<file path="config.mk">
export PLATFORM = sky130hd
export DESIGN_NAME = key_cmd_gen
export DESIGN_NICKNAME = d
export VERILOG_FILES = /design/src/rtl/key_cmd_gen.sv
export SDC_FILE = /design/constraint.sdc
export NUM_CORES = 1
export LEC_CHECK = 0
export BUFFER_PORTS_ARGS = -buffer_cell sky130_fd_sc_hd__buf_2
export CORE_MARGIN = 5
export CORE_UTILIZATION = 40
export CTS_BUF_LIST = sky130_fd_sc_hd__clkbuf_8
export CTS_CLUSTER_SIZE = 28
export DETAILED_ROUTE_END_ITERATION = 7
export GPL_ROUTABILITY_DRIVEN = 0
export GPL_TIMING_DRIVEN = 0
export PLACE_DENSITY = 0.57
export REMOVE_ABC_BUFFERS = 1
export SLEW_MARGIN = 25
export SYNTH_ARGS = -nofsm -noshare
export SYNTH_HDL_FRONTEND = slang
export SYNTH_SLANG_ARGS = --single-unit
</file>
<file path="constraint.sdc">
create_clock -name Clk -period 2.2 [get_ports Clk]
set_clock_uncertainty 0.1 [all_clocks]
set_input_delay 0.33 -clock Clk [delete_from_list [all_inputs] [get_ports Clk]]
set_output_delay 0.33 -clock Clk [all_outputs]
set_load 0.03 [all_outputs]
</file>
<file path="src/rtl/key_cmd_gen.sv">
// key_cmd_gen: converts the held USB keycode into move/rotate/drop commands with DAS/ARR
// auto-repeat; define KEY_CMD_GRAVITY_EN to add level-scaled gravity commands (cmd=5).

module key_cmd_gen #(
  parameter int         DAS_FRAMES     = 16,
  parameter int         ARR_FRAMES     = 6,
  parameter int         GRAVITY_FRAMES = 48,
  parameter logic [7:0] KEY_LEFT       = 8'h04,
  parameter logic [7:0] KEY_RIGHT      = 8'h07,
  parameter logic [7:0] KEY_ROT        = 8'h1A,
  parameter logic [7:0] KEY_DROP       = 8'h16
) (
  input  logic       Clk,
  input  logic       Reset_n,
  input  logic       frame_clk,
  input  logic       gamestart,
  input  logic [7:0] keycode,
  input  logic [3:0] level,
  output logic       cmd_valid,
  output logic [2:0] cmd,
  input  logic       cmd_ready,
  output logic       cmd_dropped
);

  localparam logic [2:0] CMD_NONE  = 3'd0;
  localparam logic [2:0] CMD_LEFT  = 3'd1;
  localparam logic [2:0] CMD_RIGHT = 3'd2;
  localparam logic [2:0] CMD_ROT   = 3'd3;
  localparam logic [2:0] CMD_DROP  = 3'd4;
  localparam logic [2:0] CMD_GRAV  = 3'd5;

  localparam logic [7:0] DAS_LAST  = 8'(DAS_FRAMES - 1);
  localparam logic [7:0] ARR_LAST  = 8'(ARR_FRAMES - 1);
  localparam logic [8:0] GRAV_BASE = {1'b0, 8'(GRAVITY_FRAMES)};

  typedef enum logic [2:0] {
    ST_IDLE   = 3'd0,
    ST_FIRST  = 3'd1,
    ST_DAS    = 3'd2,
    ST_REPEAT = 3'd3,
    ST_HOLD   = 3'd4
  } key_state_t;

  // Returns {mapped, command} for a keycode.
  function automatic logic [3:0] map_key(input logic [7:0] code);
    logic [3:0] res;
    res = {1'b0, CMD_NONE};
    if (code == KEY_LEFT) begin
      res = {1'b1, CMD_LEFT};
    end else if (code == KEY_RIGHT) begin
      res = {1'b1, CMD_RIGHT};
    end else if (code == KEY_ROT) begin
      res = {1'b1, CMD_ROT};
    end else if (code == KEY_DROP) begin
      res = {1'b1, CMD_DROP};
    end else begin
      res = {1'b0, CMD_NONE};
    end
    return res;
  endfunction

  logic [2:0] sync_r;
  logic       frame_tick_s;
  key_state_t state_r;
  logic [7:0] key_r;
  logic [7:0] frame_cnt_r;
  logic [3:0] in_map_s;
  logic [3:0] reg_map_s;
  logic       key_chg_s;
  logic       das_hit_s;
  logic       arr_hit_s;
  logic       key_emit_s;
  logic       grav_req_s;
  logic       free_s;
  logic       load_key_s;
  logic       load_grav_s;
  logic       drop_s;
  logic       cmd_valid_r;
  logic [2:0] cmd_r;
  logic       cmd_dropped_r;

  // Two-flop synchronizer for frame_clk plus one history flop for edge detection.
  always_ff @(posedge Clk or negedge Reset_n) begin
    if (!Reset_n) begin
      sync_r <= 3'b000;
    end else begin
      sync_r <= {sync_r[1:0], frame_clk};
    end
  end

  assign frame_tick_s = sync_r[1] & ~sync_r[2];
  assign in_map_s     = map_key(keycode);
  assign reg_map_s    = map_key(key_r);
  assign key_chg_s    = (keycode != key_r);
  assign das_hit_s    = (frame_cnt_r >= DAS_LAST);
  assign arr_hit_s    = (frame_cnt_r >= ARR_LAST);

  // Key command request; a keycode change in the same cycle pre-empts any emission.
  always_comb begin
    key_emit_s = 1'b0;
    case (state_r)
      ST_FIRST:  key_emit_s = gamestart & ~key_chg_s;
      ST_DAS:    key_emit_s = gamestart & ~key_chg_s & frame_tick_s & das_hit_s;
      ST_REPEAT: key_emit_s = gamestart & ~key_chg_s & frame_tick_s & arr_hit_s;
      default:   key_emit_s = 1'b0;
    endcase
  end

  // Key tracker FSM with shared DAS/ARR frame counter.
  always_ff @(posedge Clk or negedge Reset_n) begin
    if (!Reset_n) begin
      state_r     <= ST_IDLE;
      key_r       <= 8'h00;
      frame_cnt_r <= 8'd0;
    end else if (!gamestart) begin
      state_r     <= ST_IDLE;
      key_r       <= 8'h00;
      frame_cnt_r <= 8'd0;
    end else begin
      case (state_r)
        ST_IDLE: begin
          frame_cnt_r <= 8'd0;
          if (in_map_s[3]) begin
            key_r   <= keycode;
            state_r <= ST_FIRST;
          end else begin
            key_r   <= 8'h00;
            state_r <= ST_IDLE;
          end
        end
        default: begin
          if (key_chg_s) begin
            frame_cnt_r <= 8'd0;
            if (in_map_s[3]) begin
              key_r   <= keycode;
              state_r <= ST_FIRST;
            end else begin
              key_r   <= 8'h00;
              state_r <= ST_IDLE;
            end
          end else begin
            case (state_r)
              ST_FIRST: begin
                frame_cnt_r <= 8'd0;
                state_r     <= (key_r == KEY_ROT) ? ST_HOLD : ST_DAS;
              end
              ST_DAS: begin
                if (frame_tick_s && das_hit_s) begin
                  frame_cnt_r <= 8'd0;
                  state_r     <= ST_REPEAT;
                end else if (frame_tick_s) begin
                  frame_cnt_r <= frame_cnt_r + 8'd1;
                end else begin
                  frame_cnt_r <= frame_cnt_r;
                end
              end
              ST_REPEAT: begin
                if (frame_tick_s && arr_hit_s) begin
                  frame_cnt_r <= 8'd0;
                end else if (frame_tick_s) begin
                  frame_cnt_r <= frame_cnt_r + 8'd1;
                end else begin
                  frame_cnt_r <= frame_cnt_r;
                end
              end
              ST_HOLD: begin
                frame_cnt_r <= 8'd0;
              end
              default: begin
                frame_cnt_r <= 8'd0;
                state_r     <= ST_IDLE;
              end
            endcase
          end
        end
      endcase
    end
  end

`ifdef KEY_CMD_GRAVITY_EN
  logic [8:0] lvl3_s;
  logic [8:0] grav_period_s;
  logic [7:0] grav_cnt_r;
  logic       grav_hit_s;
  logic       grav_pending_r;

  // Period saturates at 2 frames instead of wrapping at high levels.
  assign lvl3_s        = 9'(level) * 9'd3;
  assign grav_period_s = (GRAV_BASE >= (lvl3_s + 9'd2)) ? (GRAV_BASE - lvl3_s) : 9'd2;
  assign grav_hit_s    = frame_tick_s & (({1'b0, grav_cnt_r} + 9'd1) >= grav_period_s);

  // Gravity frame counter.
  always_ff @(posedge Clk or negedge Reset_n) begin
    if (!Reset_n) begin
      grav_cnt_r <= 8'd0;
    end else if (!gamestart) begin
      grav_cnt_r <= 8'd0;
    end else if (grav_hit_s) begin
      grav_cnt_r <= 8'd0;
    end else if (frame_tick_s) begin
      grav_cnt_r <= grav_cnt_r + 8'd1;
    end else begin
      grav_cnt_r <= grav_cnt_r;
    end
  end

  // One-deep gravity request; periods that expire while pending merge into it.
  always_ff @(posedge Clk or negedge Reset_n) begin
    if (!Reset_n) begin
      grav_pending_r <= 1'b0;
    end else if (!gamestart) begin
      grav_pending_r <= 1'b0;
    end else begin
      grav_pending_r <= (grav_pending_r & ~load_grav_s) | grav_hit_s;
    end
  end

  assign grav_req_s = grav_pending_r;
`else
  logic unused_grav_s;
  assign grav_req_s    = 1'b0;
  assign unused_grav_s = ^{level, GRAV_BASE};
`endif

  // Output slot arbitration: key commands win, gravity waits; keys lost to a busy slot are dropped.
  always_comb begin
    free_s      = ~cmd_valid_r | cmd_ready;
    load_key_s  = free_s & key_emit_s;
    load_grav_s = free_s & ~key_emit_s & grav_req_s;
    drop_s      = ~free_s & key_emit_s;
  end

  // Output register, held until the consumer accepts it.
  always_ff @(posedge Clk or negedge Reset_n) begin
    if (!Reset_n) begin
      cmd_valid_r   <= 1'b0;
      cmd_r         <= CMD_NONE;
      cmd_dropped_r <= 1'b0;
    end else if (!gamestart) begin
      cmd_valid_r   <= 1'b0;
      cmd_r         <= CMD_NONE;
      cmd_dropped_r <= 1'b0;
    end else begin
      cmd_dropped_r <= drop_s;
      if (load_key_s) begin
        cmd_valid_r <= 1'b1;
        cmd_r       <= reg_map_s[2:0];
      end else if (load_grav_s) begin
        cmd_valid_r <= 1'b1;
        cmd_r       <= CMD_GRAV;
      end else if (cmd_valid_r && cmd_ready) begin
        cmd_valid_r <= 1'b0;
        cmd_r       <= CMD_NONE;
      end else begin
        cmd_valid_r <= cmd_valid_r;
        cmd_r       <= cmd_r;
      end
    end
  end

  assign cmd_valid   = cmd_valid_r;
  assign cmd         = cmd_r;
  assign cmd_dropped = cmd_dropped_r;

endmodule

</file>
==> metrics.txt, run 1 <==
outcome=completed; Crit Path Category=reg2reg; yosys warns=0; Worst path depth=5; num rows=22; Final Cycle Share=a little over nine tenths; Register Area=between 600 and 700 sq um; Setup Fix Bufs, Post-CTS=0; CTS buffer count=3; Diodes inserted=0; Final ANT Viol Nets=0; Hold WC Path Type=in2reg; CP startpoint kind=flop; GRT Total Usage=between 10% and 20%; asr flop ratio synth=100%; initial antenna violation count=0; detailed placement HPWL=roughly 2.3 mm; R2R Setup Slk=0.12 ns; first-pass GRT wire length=about 5.8 mm; Fmax=~480 MHz; cell family with most CP delay=simple AND/OR/NAND/NOR gates; number of synthesized flops with an enable pin=0; hold path start=frame_clk; final setup TNS=0 ns; ys flop type=dfrtp_1; Reg power frac=slightly below 60%; Sink Count=27; core area=around 3700 sq um; Switch Pwr=0.000200 W; Mapped Cells=150; synthesized area=between 1500 and 2000 sq um; Die Ht=between 70 and 80 um; post-synth top area share=a little over two fifths; RR Endpoint=key_r[2]; Buf/Inv on CP=0; crit end category=flop; Worst slew margin=approximately 57%; synth unique cells=44; initial DRC count=54; Crit Path Max Fanout=8; Clock power frac=~34%; Initial Util=a little over two fifths; layout cell share with drive strength beyond 1=between 10% and 20%; final hold violations=0; cell-internal power=0.000647 W; CP arrival=around 2.2 ns; fillers=approximately 390; Logic pwr share=about 6.7%; largest net degree at the start of global routing=28; latest clock arrival within the worst-skew pair=between 0.2 and 0.3 ns; pwr dens=about 500 nW/um^2; # setup viols final=0; max cap viols=0; CTS tree=done; origin of the critical flop-to-flop path=key_r[1]; Least-Margin Pin Slew=0.638 ns; register area share after synthesis=between 40 and 50%; post-DR wirelength/cell=between 10 and 15 um; vias in the first global route=approximately 1200; crit-path cells=xor2_1 > nor4_2 > and2_2 > and3_1 > a22o_1; maximum vdd drop=between 200 and 300 uV; Setup crit end=key_r[2]; fin. max-slew vios=0; Area Growth Syn to Fin=10.6%; Yosys reg bits=27; Ports=22; Clock Pin Slew Worst Setup and Hold Paths=approximately 0.1 ns; Vias=approximately 1200; Synth area leader=dfrtp_1; setup repair after global routing missed its margin=no; Routed WL=3.10 mm; 1st-pass router iterations=4; Lkg Pwr=between 0.7 and 0.8 nW; synthesized area per cell=just over 10 sq um; PortBufs=17; PnR Total Power=between 0.0008 and 0.0009 W; Root Buffer=clkbuf_8; Req. time, crit path=2.32 ns; Vias/cell=5.55; Nets=between 150 and 200; Sw Share=between 20% and 30%; multi-input logic area=801 sq um; commonest non-fill, non-tap cell in the layout=dfrtp_1; Remaining DRCs=0; CP peak stage delay=around 0.48 ns; clk buf depth=2; Tmin final=between 2 and 2.5 ns; leading cell types in the layout, fill and taps excluded=dfrtp_1 (27), nor2_1 (17), buf_2 (17), xor2_1 (11), nand2_1 (8); crit path max-delay cell type=dfrtp_1; GRT overflow=0; DIE WIDTH=between 70 and 80 um; CP startpoint=key_r[1]; Die ar.=just over 5000 sq um; synth top area cells=dfrtp_1 (44%), xor2_1 (6.3%), nor2_1 (4.1%); Worst R2R Path Depth=5; CTS H-Tree Depth=1
power groups by stage:
stage	sequential [W]	combinational, W	clock [W]
after floorplan	0.000511	0.0000238	0
after global placement	0.000511	0.0000545	0
after detailed placement	0.000512	0.0000561	0
after CTS	0.000502	0.0000577	0.000301
after global routing	0.000503	0.0000652	0.000316
final	0.000502	0.0000566	0.000289
cell families after synthesis:
| group | Yosys count | synth area share [%] |
|---|---|---|
| buf+inv | 11 | 4.07 |
| xor+xnor | 15 | 8.54 |
| compound gates | 34 | 18.4 |
| flops | 27 | 43.9 |
| simple gates | 60 | 22.6 |
| fa+ha+maj | 3 | 2.44 |
repair_timing:
action | CTS | global route
resized for setup | 1 | 0
hold endpoints to repair | 27 | 0
hold buffers | 1 | 0
setup endpoints to repair | 1 | 0
worst register-to-register path, cell delays in order, from the launching register on:
cell	delay, ns
dfrtp_1	0.48
xor2_1	0.21
nor4_2	0.34
and2_2	0.34
and3_1	0.36
a22o_1	0.20
cell type report:
| cell class | count | area share [%] |
|---|---|---|
| sequential | 27 | 39.7 |
| inverter | 6 | 1.32 |
| clock buffer | 3 | 2.43 |
| clock inverter | 1 | 0.294 |
| multi-input combinational | 112 | 47.1 |
| timing repair buffer | 18 | 5.59 |
| tap | 48 | 3.53 |
synthesized netlist by cell type (all sizes together), types with 2 or more instances:
library cell / instances
dfrtp: 27
and2: 4
o211ai: 3
nor4b: 2
nand2b: 3
a31oi: 3
a21oi: 5
nor2b: 2
and3: 3
ha: 3
nand4: 4
o21a: 3
buf: 5
inv: 6
or3: 2
nor4: 4
xor2: 11
nand3: 4
xnor2: 4
a22o: 5
nor2: 17
nand2: 8
o21ai: 7
flip-flops by register name, indices dropped and copies added (netlist names):
| register | cells |
|---|---|
| cmd | 3 |
| cmd_dropped | 1 |
| cmd_valid | 1 |
| frame_cnt_r | 8 |
| key_r | 8 |
| state_r | 3 |
| sync_r | 3 |
routing by layer:
| metal | part of all wire [%] | vias to the layer above | track usage, % |
|---|---|---|---|
| met3 | 4.6 | 5 | 2.35 |
| met1 | 47 | 590 | 20.4 |
| met2 | 46 | 27 | 20.3 |
| met4 | 2.0 | 0 | 6.26 |
| li1 | - | 571 | - |
| met5 | 0 | - | 0 |
worst min-delay path by stage:
stage                            to  cells past startpoint  slack [ns]
after floorplan              cmd[0]                      0       -0.07
after global placement    sync_r[1]                      0        0.24
after detailed placement  sync_r[1]                      0        0.24
after CTS                 sync_r[0]                      1        0.05
after global routing      sync_r[0]                      1        0.05
final                     sync_r[0]                      1        0.05
per-stage QoR:
step,setup slack (ns),hold slack [ns],utilization (%),std cells,area [sq um]
floorplan,0.348,-0.0656,-,145,1500
detailed placement,0.0323,0.241,44.5,210,1640
global placement,0.0498,0.236,44.5,210,1640
CTS,0.134,0.0463,46.1,215,1700
finish,0.124,0.0523,46.1,215,1700
global route,0.0316,0.0476,46.1,215,1700
Power figures use the tool's default switching activity.
==> run 2: changes to the inputs <==
PLACE_DENSITY = 0.59   (was 0.57)
clock period = 1.9 ns   (was 2.2 ns; I/O delays follow)
==> run 2 against run 1 <==
Against the previous run: the flow now finishes with violations (setup timing); clock-buffer cell count is the same; clock power grew 8.3%; combinational power grew 15%; hold slack lost 0.036 ns; setup slack lost 0.17 ns; cell count grew 3.7%; critical path type unchanged.
==> metrics.txt, run 2 (synthesis gave the netlist of run 1 again) <==
fillers=354; CP arrival=between 2 and 2.5 ns; Initial Util=between 40% and 50%; CTS H-Tree Depth=1; PnR Total Power=~0.00096 W; Die ar.=~5200 sq um; Crit Path Category=reg2reg; Req. time, crit path=2.00 ns; Routed WL=a little over 3 mm; maximum vdd drop=~250 uV; final hold violations=0; post-DR wirelength/cell=between 10 and 15 um; PortBufs=17; cell family with most CP delay=simple AND/OR/NAND/NOR gates; commonest non-fill, non-tap cell in the layout=dfrtp_1; crit end category=flop; leading cell types in the layout, fill and taps excluded=dfrtp_1 (23), nor2_1 (17), buf_2 (17), xor2_1 (11); Vias=1215; PnR worst setup slack=-0.0493 ns; fin. max-slew vios=0; leading registers by flop count=frame_cnt_r (8), key_r (8); initial DRC count=50; Place WS=-0.256 ns; Root Buffer=clkbuf_8; Area Growth Syn to Fin=16.1%; Sink Count=27; Nets=196; CP startpoint kind=flop; Diodes inserted=0; initial antenna violation count=0; Vias/cell=approximately 5.4; Final Cycle Share=103%; vias in the first global route=approximately 1200; num rows=22; outcome=complete, but fails checks; Ports=22; Crit Path Max Fanout=8; Remaining DRCs=0; detailed placement HPWL=around 2.3 mm; Final ANT Viol Nets=0; Fmax=slightly above 500 MHz; DIE WIDTH=approximately 72 um; Worst slew margin=between 60% and 70%; failing checks=setup timing; CP peak stage delay=approximately 0.55 ns; GRT Total Usage=12.2%; Buf/Inv on CP=0; clk buf depth=2; GRT overflow=0; setup repair after global routing missed its margin=yes; # setup viols final=10; layout cell share with drive strength beyond 1=between 20 and 30%; core area=3690 sq um; Die Ht=72 um; crit path max-delay cell type=or4_4; Hold WC Path Type=in2reg; Least-Margin Pin Slew=0.593 ns; 1st-pass router iterations=4; max cap viols=0; largest net degree at the start of global routing=28; CTS tree=done; Lkg Pwr=between 0.7 and 0.8 nW; first-pass GRT wire length=5.18 mm; Tmin final=1.95 ns; Clock Pin Slew Worst Setup and Hold Paths=about 0.090 ns; crit-path cells=or4_4 > a311oi_2 > a21boi_2 > o2111ai_4 > nor2_1; latest clock arrival within the worst-skew pair=about 0.27 ns; pwr dens=around 540 nW/um^2; CTS buffer count=3
run 2: cell count changes in the layout (fill, tap and decap cells not counted), sizes merged:
| cell | change |
|---|---|
| buf | +8 |
| clkinv | -1 |
| inv | +1 |
run 2: worst paths after layout:
| path | startpoint | to | slack [ns] | cells after the start |
|---|---|---|---|---|
| worst max-delay path | frame_cnt_r[4] | frame_cnt_r[6] | -0.05 | 5 |
| worst min register to register | sync_r[0] | sync_r[1] | 0.26 | 0 |
| max in group asynchronous | Reset_n | key_r[3] | 0.83 | 2 |
| worst min-delay path | frame_clk | sync_r[0] | 0.02 | 1 |
| min in group asynchronous | Reset_n | sync_r[0] | 0.45 | 2 |
| worst max register to register | frame_cnt_r[4] | frame_cnt_r[6] | -0.05 | 5 |
run 2: per-stage QoR:
step           utilization (%)  hold WS [ns]  TNS (ns)  instance area, sq um  instances
4_1_cts                   47.6       0.00956    -0.616                  1750        221
2_1_floorplan                -        -0.111         0                  1500        145
3_5_place_dp              44.5         0.229     -3.14                  1640        210
6_report                  48.4        0.0158    -0.294                  1790        223
3_3_place_gp              44.5         0.225     -2.52                  1640        210
5_1_grt                   48.4        0.0103     -1.55                  1790        223
run 2: timing repair:
action | CTS | global route
endpoints found under the setup margin | 21 | 21
pin swaps | 14 | 11
resized for setup | 7 | 6
hold buffers | 1 | 0
setup buffers | 6 | 2
endpoints found under the hold margin | 27 | 0
run 2: layout make-up:
cell class / count / area, sq um / share of cell area [%]
Inverter: 6 / 22.5 / 1.26
Timing Repair Buffer: 26 / 155 / 8.69
Multi-Input combinational cell: 112 / 822 / 46.0
Clock inverter: 1 / 3.75 / 0.210
Clock buffer: 3 / 41.3 / 2.31
Sequential cell: 27 / 681 / 38.1
Tap cell: 48 / 60.1 / 3.36
run 2: power breakdown:
group,internal (W),switching (W),leakage (nW)
combinational,0.0000238,0.0000415,0.371
sequential,0.000578,0.00000307,0.364
clock,0.000145,0.000169,0.0269
run 2: metal layers:
metal | part of all wire (%) | track usage (%)
met1 | 50 | 17.6
met2 | 46 | 18.8
met3 | 3.7 | 2.08
met4 | 0.52 | 3.76
met5 | 0 | 0
